## src/rtl/fifo_arb_pkg.sv

```systemverilog
// fifo_arb_pkg: shared FSM state type and default sizing for the FIFO write arbiter.
package fifo_arb_pkg;
   typedef enum logic {IDLE, BURST} state_t;
   localparam int DEF_WIDTH = 128;
   localparam int DEF_NUM_REQ = 4;
endpackage

```

## src/rtl/rr_pick.sv

```systemverilog
// rr_pick: round-robin winner selection.
// Ports: req (request vector), last (index granted last time),
//        win (first requester after last, wrapping), any (some request present).
module rr_pick #(
   parameter int N = 4,
   localparam int IW = $clog2(N)
) (
   input  logic [N-1:0]  req,
   input  logic [IW-1:0] last,
   output logic [IW-1:0] win,
   output logic          any
);
   // Scan from farthest to nearest so the nearest requester after last overwrites.
   always_comb begin
      win = '0;
      any = |req;
      for (int k = N; k >= 1; k--) begin
         logic [IW-1:0] c;
         c = IW'((int'(last) + k) % N);
         if (req[c]) win = c;
      end
   end
endmodule

```

## src/rtl/fifo_wr_arbiter.sv

```systemverilog
// fifo_wr_arbiter: packet-atomic round-robin arbiter feeding one shared FIFO write port.
// Ports: clk/rst (sync active-high); req_valid/req_last/req_data/req_ready per requester;
//        fifo_full/fifo_almost_full in; fifo_write_en/fifo_data_in registered write out;
//        grant_id current or last owner; busy high while a packet is in progress.
// Option: FIFO_ARB_THROTTLE_EN also stalls on fifo_almost_full and blocks new grants then.
module fifo_wr_arbiter
   import fifo_arb_pkg::*;
#(
   parameter int NUM_REQ = DEF_NUM_REQ,
   parameter int WIDTH = DEF_WIDTH,
   localparam int IW = $clog2(NUM_REQ)
) (
   input  logic                     clk,
   input  logic                     rst,
   input  logic [NUM_REQ-1:0]       req_valid,
   input  logic [NUM_REQ-1:0]       req_last,
   input  logic [NUM_REQ*WIDTH-1:0] req_data,
   output logic [NUM_REQ-1:0]       req_ready,
   input  logic                     fifo_full,
   input  logic                     fifo_almost_full,
   output logic                     fifo_write_en,
   output logic [WIDTH-1:0]         fifo_data_in,
   output logic [IW-1:0]            grant_id,
   output logic                     busy
);
   state_t        state, state_n;
   logic [IW-1:0] last_grant, win;
   logic          any, stall, can_grant, grant, accept, done;
`ifdef FIFO_ARB_THROTTLE_EN
   assign stall = fifo_full || fifo_almost_full;
   assign can_grant = !fifo_almost_full;
`else
   assign stall = fifo_full;
   assign can_grant = 1'b1;
`endif
   rr_pick #(.N(NUM_REQ)) u_pick (
      .req  (req_valid),
      .last (last_grant),
      .win  (win),
      .any  (any)
   );
   assign busy = state == BURST;
   assign grant = state == IDLE && any && can_grant;
   always_comb begin
      req_ready = '0;
      if (busy && !stall) req_ready[grant_id] = 1'b1;
   end
   assign accept = req_valid[grant_id] && req_ready[grant_id];
   assign done = accept && req_last[grant_id];
   always_comb begin
      state_n = state;
      if (grant) state_n = BURST;
      if (done) state_n = IDLE;
   end
   always_ff @(posedge clk) begin
      if (rst) state <= IDLE;
      else state <= state_n;
   end
   // The write is registered; the FIFO full threshold leaves a slot for this in-flight beat.
   always_ff @(posedge clk) begin
      if (rst) begin
         last_grant <= IW'(NUM_REQ - 1);
         grant_id <= '0;
         fifo_write_en <= 1'b0;
         fifo_data_in <= '0;
      end else begin
         fifo_write_en <= accept;
         if (grant) grant_id <= win;
         if (done) last_grant <= grant_id;
         if (accept) fifo_data_in <= req_data[int'(grant_id)*WIDTH +: WIDTH];
      end
   end
endmodule

```

## config.mk

```make
export PLATFORM = sky130hd
export DESIGN_NAME = fifo_wr_arbiter
export DESIGN_NICKNAME = d
export VERILOG_FILES = /design/src/rtl/fifo_arb_pkg.sv /design/src/rtl/rr_pick.sv /design/src/rtl/fifo_wr_arbiter.sv
export SDC_FILE = /design/constraint.sdc
export NUM_CORES = 1
export LEC_CHECK = 0
export CAP_MARGIN = 20
export CORE_AREA = 2 2 256 258
export CTS_BUF_LIST = sky130_fd_sc_hd__clkbuf_8
export CTS_CLUSTER_SIZE = 8
export DETAILED_ROUTE_END_ITERATION = 6
export DIE_AREA = 0 0 258 260
export GPL_ROUTABILITY_DRIVEN = 0
export GPL_TIMING_DRIVEN = 0
export HOLD_SLACK_MARGIN = 0.12
export REMOVE_ABC_BUFFERS = 1
export SYNTH_ARGS = -nofsm -noshare
export SYNTH_HDL_FRONTEND = slang
export SYNTH_SLANG_ARGS = --single-unit
```

## constraint.sdc

```tcl
create_clock -name clk -period 5 [get_ports clk]
set_input_delay 0.5 -clock clk [delete_from_list [all_inputs] [get_ports clk]]
set_output_delay 0.5 -clock clk [all_outputs]
set_load 0.01 [all_outputs]
```

==> reports/qor.yml <==
routing:
  drt-met1-wl_mm: 14.1
  dr.pass1.iters: 6
  num_vias: 8660
  route.detailed.drc: 0
  met2WireLength_mm: 18.7
  wl_met3_mm: 3.69
  drt-initial-drc-count: 344
  wl_per_cell_um: 16.6
  wl_mm: 37.3
  ant_nets: 0
  vias_per_cell: 3.86
  highest_layer: "met5"
clock_tree:
  cts_setup_buffers: 0
  cts_tree: "built"
  cts_buffers: 17
  clock_latency_ns: 0.51
  clock-root-buffer: "clkbuf_8"
  ctsResizeCount: 0
  htree_levels: 4
  cts.sinks: 134
  hold_buffers: 0
  cts_max_path_buffers: 2
  path_clk_slew_ns: 0.09
layout:
  final_cell_count_no_fill: 2243
  drive_above_1_share_pct: 12.5
  layout_commonest_cell: "clkdlybuf4s50_1"
  nets: 1899
  final_cell_mix: "clkdlybuf4s50_1, nand2_1, a21oi_1"
  fillers: 6777
  area_delta_synth_final_pct: 101
  design_area_um2: 15800
global_routing:
  grt_util_all_layers_pct: 10.6
  antenna_found_initial: 7
  grt_overflow: 0
  grt_max_degree: 130
  grt_pass1_wl_mm: 53.5
  grt_pass1_vias: 8828
worst_setup_path:
  slowest_stage: "clkdlybuf4s50_1"
  cp_top_family: "simple AND/OR/NAND/NOR gates"
  startpoint_type: "flip-flop"
  worstPathBufferInverterCount: 1
  crit_chain: "nor2b_1 -> nand2_1 -> nor2_1 -> clkdlybuf4s50_1"
  cp_slowest_stage_delay_ns: 0.59
  crit_type: "flip-flop to output port"
  cp-end-kind: "output port"
  path_max_fanout: 6
  cp.required_ns: 4.50
  cp.arrival_ns: 2.45
power:
  powerDensity_nw_per_um2: 206
  vdd_drop_max_mv: 0.162
  p_leak_nw: 5.04
  total_power_mw: 3.26
min_path:
  holdCritPathClass: "primary input to flip-flop"
timing:
  fmax_mhz: 339
  holdWs_ns: 0.418
  worstMarginPinSlew_ns: 0.883
  post-route-min-period_ns: 2.95
  fin_crit_sh_pct: 59.1
  slew_violations: 0
  setup_tns_ns: 0
  hold_viol: 0
  setup_viol: 0
  slew_headroom_pct: 41.1
  rsz0062_at_grt: "no"
  clock_skew_ns: 0.0213
logic_synthesis:
  syn_area_um2: 7840
  yosysSeqAreaShare_pct: 34.2
  synthTopCellsByArea: "mux4_2, dfxtp_1, nand2_1"
  syn_inst: 764
  synth.largest_area_cell: "mux4_2"
  synth.top_cell.area_share_pct: 37.1
  yosys_warnings: 0
  synth_area_per_cell_um2: 10.3
  synth-seq-cells: 134
  synth.distinct_cells: 31
floorplan:
  dieArea_um2: 67100
  rows: 93
  die_height_um: 260
  core_um2: 64100
  top_level_ports: 660
  die_w_um: 258
  initial_core_util_pct: 12.2
flow_run:
  drv_cap: 0
status:
  status: "finished clean"
placed_design:
  dp.cells: 2211
  placed_cell_area_um2: 15300
  port_buffers: 658
  dp_hpwl_mm: 30.6
## layer usage
layer	vias to the layer above	global-route usage [%]
met3	43	4.18
met5	-	0
met1	4146	11.9
met4	4	3.81
met2	454	18.3
li1	4013	-
## Yosys cell counts, drive strengths merged
| cell type | instances |
|---|---|
| and2 | 2 |
| a21oi | 133 |
| nor4 | 2 |
| nor3 | 2 |
| o2111ai | 1 |
| nor2b | 4 |
| and3 | 2 |
| a221o | 1 |
| mux2 | 3 |
| dfxtp | 134 |
| a211oi | 1 |
| o211ai | 1 |
| o311a | 1 |
| nand2b | 2 |
| or3 | 1 |
| inv | 2 |
| o21bai | 1 |
| nor3b | 2 |
| o21ai | 3 |
| buf | 47 |
| clkbuf | 26 |
| nor2 | 5 |
| mux4 | 129 |
| mux2i | 1 |
| nand2 | 258 |
## sequential cells by signal, indices dropped and copies added, names as in the netlist
register and count:
busy 1, grant_id 2, last_grant 2, fifo_data_in 128
fifo_write_en 1
## power breakdown
part / switching, mW / leakage, nW / internal, mW
clock network: 0.478 / 0.211 / 0.546
logic: 0.358 / 3.74 / 0.710
registers: 0.0419 / 1.09 / 1.12
total: 0.878 / 5.04 / 2.38
## metrics by stage
step | setup WS [ns] | util, %
5_1_grt | 1.80 | 24.6
2_1_floorplan | -3.82 | -
6_report | 2.05 | 24.6
3_3_place_gp | -8.26 | 23.6
4_1_cts | 1.92 | 24.6
3_5_place_dp | 1.78 | 23.9
## final timing paths
| path | startpoint | to | slack [ns] | cells after the start |
|---|---|---|---|---|
| hold / removal | rst | fifo_write_en | 0.42 | 2 |
| setup / recovery | busy | req_ready[1] | 2.05 | 4 |
| hold reg to reg | fifo_data_in[90] | fifo_data_in[90] | 0.46 | 2 |
| setup reg to reg | grant_id[0] | fifo_data_in[1] | 2.12 | 6 |
## cells by family after synthesis
logic type	share of synthesized area (%)
AOI/OAI and AO/OA	9.34
muxes	37.6
buffers and inverters	4.84
DFF	34.2
and+or+nand+nor	14.0
## layout make-up
class | instances | area (um^2) | area share (%)
diodes | 1 | 2.50 | 0.0159
multi-input cells | 555 | 4790 | 30.4
clock inverters | 10 | 144 | 0.912
inverters | 2 | 7.51 | 0.0476
clock buffers | 21 | 289 | 1.83
well taps | 855 | 1070 | 6.78
flip-flops and latches | 134 | 2690 | 17.1
repair buffers | 665 | 6770 | 43.0
(Power assumes the default switching activity.)
==> patch 1, RTL diff (same settings) <==
The option `FIFO_ARB_THROTTLE_EN` is turned on by a define.
--- a/src/rtl/fifo_wr_arbiter.sv
+++ b/src/rtl/fifo_wr_arbiter.sv
@@ -5,2 +5,4 @@
 // Option: FIFO_ARB_THROTTLE_EN also stalls on fifo_almost_full and blocks new grants then.
+`define FIFO_ARB_THROTTLE_EN
+
 module fifo_wr_arbiter
Check against the original RTL: not settled (the Yosys comparison gave no result); the edit may change what the design does.
==> patch 1 against the original RTL <==
Final cell count is essentially flat. Die area did not move. Setup slack got worse by 0.13 ns. Sequential cell count unchanged. Design area fell by 0.27%. Area after synthesis is 0.61% lower. Critical endpoint is now last_grant[0]$_SDFFE_PP1P_. Power shrank 8.0%. Non-clock buffer count grew 1. Largest cell class unchanged. First-iteration DRC count rose by 12%. Wire length increased by 1.7%. Worst hold slack got worse by 0.0056 ns.
==> patch 1: results (changes against the original RTL) <==
| Metric | Value |
|---|---|
| Synth Area per Inst | `10.2 sq um (was 10.3 sq um)` |
| Synth cell count leaders | `nand2_1 (257), dfxtp_1 (134), a21oi_1 (130) (was nand2_1 (257), dfxtp_1 (134), a21oi_1 (133))` |
| Post_cts resized | `0 (unchanged)` |
| Mean number of vias per cell | `3.90 (was 3.86)` |
| Post-synth ARST share | `0% (unchanged)` |
| Fill count | `6,830 (was 6,777)` |
| Arrival time at the worst endpoint | `3.48 ns (was 2.45 ns)` |
| Worst Hold Class | `in2reg (unchanged)` |
| Vias in the first global route | `9,124 (was 8,828)` |
| Hold Crit Depth | `2 (unchanged)` |
| Maximum cell stage delay along the critical path | `0.94 ns (was 0.59 ns)` |
| Post-DP HPWL | `30,900 um (was 30,600 um)` |
| Worst r2r src | `grant_id[0]$_SDFFE_PP0P_ (unchanged)` |
| Initial antenna violation count | `7 (unchanged)` |
| Placed Cells | `2,209 (was 2,211)` |
| Util after Layout | `24.5% (was 24.6%)` |
| First-pass GRT wire length | `54,900 um (was 53,500 um)` |
| ANT nets after route | `0 (unchanged)` |
| Worst Hold End | `fifo_data_in[3]$_SDFFE_PP0P_ (was fifo_write_en$_SDFF_PP0_)` |
| Top FF cell, synth | `dfxtp_1 (unchanged)` |
| Share of layout cells above drive strength 1 | `12.4% (was 12.5%)` |
| Port Buffers | `659 (was 658)` |
| Slew headroom | `38.8% (was 41.1%)` |
| WL/cell | `16.9 um (was 16.6 um)` |
| FF-to-FF path depth | `5 (was 6)` |
| Root Buffer | `clkbuf_8 (unchanged)` |
| Leak | `4.97 nW (was 5.04 nW)` |
| Skew-Pair Late Insertion Delay | `0.51 ns (about the same)` |
| Top cells by area, synth | `mux4_2 (37%), dfxtp_1 (34%), nand2_1 (12%) (unchanged)` |
| Clock transition at path regs | `0.08 ns` |
| R2r endpoint | `last_grant[0]$_SDFFE_PP1P_ (was fifo_data_in[1]$_SDFFE_PP0P_)` |
| CP max FO | `69 (was 6)` |
| Synth warn | `0 (unchanged)` |
| R2r setup slk | `1.92 ns (was 2.12 ns)` |
| Via count | `8,744 (was 8,660)` |
| Largest net degree at the start of global routing | `70 (was 130)` |
| Setup bufs post-CTS | `0 (unchanged)` |
| Seq/Total Area, Yosys | `34.4% (was 34.2%)` |
| Biggest regs | `fifo_data_in: 128 flops, grant_id: 2 flops, last_grant: 2 flops (unchanged)` |
| WHS | `0.413 ns (was 0.418 ns)` |
| Hold path start | `rst (unchanged)` |
| Critical path's slowest cell | `dfxtp_4 (was clkdlybuf4s50_1)` |
| Max clock buf depth | `2 (unchanged)` |
| Post-synthesis cell type count | `25 (was 31)` |
| GRT Util Overall | `10.9% (was 10.6%)` |
| Skew final | `0.0125 ns (was 0.0213 ns)` |
| Final #Nets | `1,897 (was 1,899)` |
| First-pass DRT Iterations | `4 (was 6)` |
| Drt initial violations | `385 (was 344)` |
| Worst vdd ir | `0.160 mV (was 0.162 mV)` |
| Status | `completed (unchanged)` |
-- patch 1: cell types whose count changed in the layout (fill, tap and decap cells not counted), moves of 3 or more --
cell and delta:
inv_1 +5, a21oi_1 -3, clkinvlp_4 -3, nor2_1 +3
-- patch 1: how the worst max path moves through the flow --
stage	slack, ns	start	end
6_report	1.92	grant_id[0]$_SDFFE_PP0P_	last_grant[0]$_SDFFE_PP1P_
2_1_floorplan	-4.42	grant_id[0]$_SDFFE_PP0P_	last_grant[1]$_SDFFE_PP1P_
5_1_grt	1.63	grant_id[0]$_SDFFE_PP0P_	last_grant[1]$_SDFFE_PP1P_
3_5_place_dp	1.80	grant_id[0]$_SDFFE_PP0P_	last_grant[0]$_SDFFE_PP1P_
4_1_cts	1.79	grant_id[0]$_SDFFE_PP0P_	last_grant[0]$_SDFFE_PP1P_
3_3_place_gp	-8.37	grant_id[0]$_SDFFE_PP0P_	fifo_data_in[40]$_SDFFE_PP0P_
-- patch 1: per-layer routing --
layer / up-vias / global-route usage (%) / share of wire, %
met5: - / 0 / 0.092
met4: 6 / 4.93 / 2.8
met3: 60 / 3.55 / 8.9
met2: 455 / 19.0 / 50
met1: 4220 / 12.2 / 38
li1: 4003 / - / -
-- patch 1: area by class of cell --
cell class                      instances  area share [%]
Timing Repair Buffer                  666            43.2
Multi-Input combinational cell        549            30.1
Sequential cell                       134            17.1
Tap cell                              855            6.80
Clock buffer                           19            1.66
Clock inverter                         13           0.979
Inverter                                5           0.119
Antenna cell                            1          0.0159
-- patch 1: critical path, delay by kind of cell, from the launching register on --
family | cells | cell delay (ns)
mux | 1 | 0.42
flops | 1 | 0.94
buf+inv | 1 | 0.31
simple gates | 1 | 0.67
compound gates | 2 | 0.59
-- patch 1: report_power, final --
part	leakage [nW]	internal [mW]	switching (mW)
logic	3.67	0.614	0.252
registers	1.08	1.09	0.0320
clock network	0.223	0.517	0.493
-- patch 1: kinds of logic after synthesis --
kind of cell / after synthesis / share of synthesized area (%)
flops: 134 / 34.4
compound gates: 140 / 9.25
mux: 132 / 37.7
simple gates: 277 / 13.7
buf+inv: 79 / 4.96
-- patch 1: per-stage QoR --
step / instance area [sq um] / setup WS (ns) / power, mW
CTS: 15700 / 1.79 / 3.10
finish: 15700 / 1.92 / 3.00
global placement: 15100 / -8.37 / 2.07
detailed placement: 15300 / 1.80 / 2.02
global route: 15700 / 1.63 / 3.17
floorplan: 7420 / -4.42 / 1.50
==> patch 2, RTL diff (same flow settings) <==
Without the edit above. Make the reset (`rst`) asynchronous in 2 clocked blocks.
--- a/src/rtl/fifo_wr_arbiter.sv
+++ b/src/rtl/fifo_wr_arbiter.sv
@@ -54,3 +54,3 @@
    end
-   always_ff @(posedge clk) begin
+   always_ff @(posedge clk or posedge rst) begin
       if (rst) state <= IDLE;
@@ -59,3 +59,3 @@
    // The write is registered; the FIFO full threshold leaves a slot for this in-flight beat.
-   always_ff @(posedge clk) begin
+   always_ff @(posedge clk or posedge rst) begin
       if (rst) begin
Function: not settled (the Yosys comparison gave no result); the edit may change what the design does.
==> patch 2 against the original RTL <==
Global-route usage shrank 0.14 points. Synthesized cell count is 39% lower. Wire length fell by 3.9%. Sequential cell count unchanged. Register-to-register slack got worse by 0.31 ns. Setup slack got worse by 0.23 ns. Area after synthesis increased by 10%. Design area grew 5.6%. First-iteration DRC count down 38%. Worst hold slack improved by 0.0017 ns. Critical endpoint is now fifo_data_in[119]$_DFFE_PP0P_.
Power is not compared: it rests on default switching activity, and its combinational part moved more than twofold at a synthesized area within 25%.
==> patch 2: results (changes against the original RTL) <==
| Metric | Value |
|---|---|
| Status | `completed (unchanged)` |
| Skew final | `0.0144 ns (was 0.0213 ns)` |
| Port Buffers | `658 (unchanged)` |
| Synth cell count leaders | `dfrtp_1 (132), mux4_2 (129), mux2_4 (90) (was nand2_1 (257), dfxtp_1 (134), a21oi_1 (133))` |
| Post-DP Area | `16,200 sq um (was 15,300 sq um)` |
| Vias in the first global route | `8,191 (was 8,828)` |
| Met1 Resource Use GR | `12.1% (was 11.9%)` |
| CP max FO | `44 (was 6)` |
| GR Util met2 | `17.6% (was 18.3%)` |
| Synth Area per Inst | `18.5 sq um (was 10.3 sq um)` |
| Largest net degree at the start of global routing | `73 (was 130)` |
| Post-synthesis cell type count | `30 (was 31)` |
| Critical path's slowest cell | `dfrtp_4 (was clkdlybuf4s50_1)` |
| Top cells by area, synth | `dfrtp_1 (38%), mux4_2 (34%), mux2_4 (16%) (was mux4_2 (37%), dfxtp_1 (34%), nand2_1 (12%))` |
| Share of layout cells above drive strength 1 | `26.5% (was 12.5%)` |
| Worst Hold Class | `in2async (was in2reg)` |
| First-pass DRT Iterations | `4 (was 6)` |
| Placed Cells | `1,947 (was 2,211)` |
| GRT Util Overall | `10.5% (was 10.6%)` |
| First-pass GRT wire length | `51,600 um (was 53,500 um)` |
| Non-filler instance count after layout | `1,981 (was 2,243)` |
| Seq/Total Area, Yosys | `38.9% (was 34.2%)` |
| Maximum cell stage delay along the critical path | `1.01 ns (was 0.59 ns)` |
| Drt initial violations | `212 (was 344)` |
| Final #Nets | `1,635 (was 1,899)` |
| Worst r2r src | `grant_id[0]$_DFFE_PP0P_ (was grant_id[0]$_SDFFE_PP0P_)` |
| Clock transition at path regs | `0.09 ns (about the same)` |
| R2r endpoint | `fifo_data_in[119]$_DFFE_PP0P_ (was fifo_data_in[1]$_SDFFE_PP0P_)` |
| Most common cell in the netlist | `dfrtp_1 (was nand2_1)` |
| Initial antenna violation count | `8 (was 7)` |
| Fill count | `6,584 (was 6,777)` |
| Met3 Resource Use GR | `3.83% (was 4.18%)` |
| Root Buffer | `clkbuf_8 (unchanged)` |
| R2r setup slk | `1.81 ns (was 2.12 ns)` |
-- patch 2: cell count changes after synthesis, sizes merged, moves of 3 or more --
cell / change
a21oi: -130
buf: -15
clkbuf: -14
dfrtp: +132
dfxtp: -134
mux2: +127
nand2: -257
nor2b: -3
-- patch 2: how the worst max path moves through the flow --
stage                                       start                            end  slack (ns)  cells past startpoint
after floorplan           grant_id[0]$_DFFE_PP0P_      last_grant[0]$_DFFE_PP1P_       -4.63                      4
after global routing      grant_id[0]$_DFFE_PP0P_  fifo_data_in[119]$_DFFE_PP0P_        1.57                      6
after CTS                 grant_id[0]$_DFFE_PP0P_  fifo_data_in[119]$_DFFE_PP0P_        1.71                      6
final                     grant_id[0]$_DFFE_PP0P_  fifo_data_in[119]$_DFFE_PP0P_        1.81                      6
after global placement    grant_id[0]$_DFFE_PP0P_      last_grant[0]$_DFFE_PP1P_       -7.59                      4
after detailed placement  grant_id[0]$_DFFE_PP0P_  fifo_data_in[119]$_DFFE_PP0P_        1.73                      6
-- patch 2: power by group --
group / leakage (nW) / switching [mW] / internal (mW)
clock: 0.228 / 0.496 / 0.597
sequential: 1.57 / 0.458 / 1.66
combinational: 4.40 / 1.73 / 3.26
-- patch 2: kinds of logic after synthesis --
family / after synthesis / synth area share [%]
multiplexers: 262 / 54.9
flip-flops: 134 / 38.9
buffers and inverters: 48 / 4.48
AND/OR/NAND/NOR: 14 / 0.928
AO/OA/AOI/OAI: 9 / 0.812
-- patch 2: metrics by stage --
step	worst slack (ns)	total power [mW]
after floorplan	-4.63	5.31
after global placement	-7.59	7.32
after detailed placement	1.73	7.20
after CTS	1.71	8.40
after global routing	1.57	8.72
final	1.81	8.20
-- patch 2: layout make-up --
class	count	area (sq um)	area share (%)
repair buffers	669	6850	41.1
multi-input cells	285	4890	29.3
flip-flops and latches	134	3360	20.2
well taps	855	1070	6.42
clock buffers	17	234	1.40
clock inverters	14	226	1.36
inverters	4	20.0	0.120
diodes	3	7.51	0.0451
-- patch 2: critical path, delay by kind of cell, from the launching register on --
kind	cells	cell delay, ns
buffers and inverters	3	0.73
and+or+nand+nor	1	0.31
DFF	1	1.01
muxes	1	0.36
AOI/OAI and AO/OA	1	0.60
-- patch 2: metal layers --
| layer | wire [um] | part of all wire [%] | up-vias |
|---|---|---|---|
| met5 | 13 | 0.036 | - |
| li1 | - | - | 3215 |
| met3 | 2740 | 7.6 | 39 |
| met2 | 18000 | 50 | 372 |
| met4 | 864 | 2.4 | 2 |
| met1 | 14200 | 40 | 3609 |
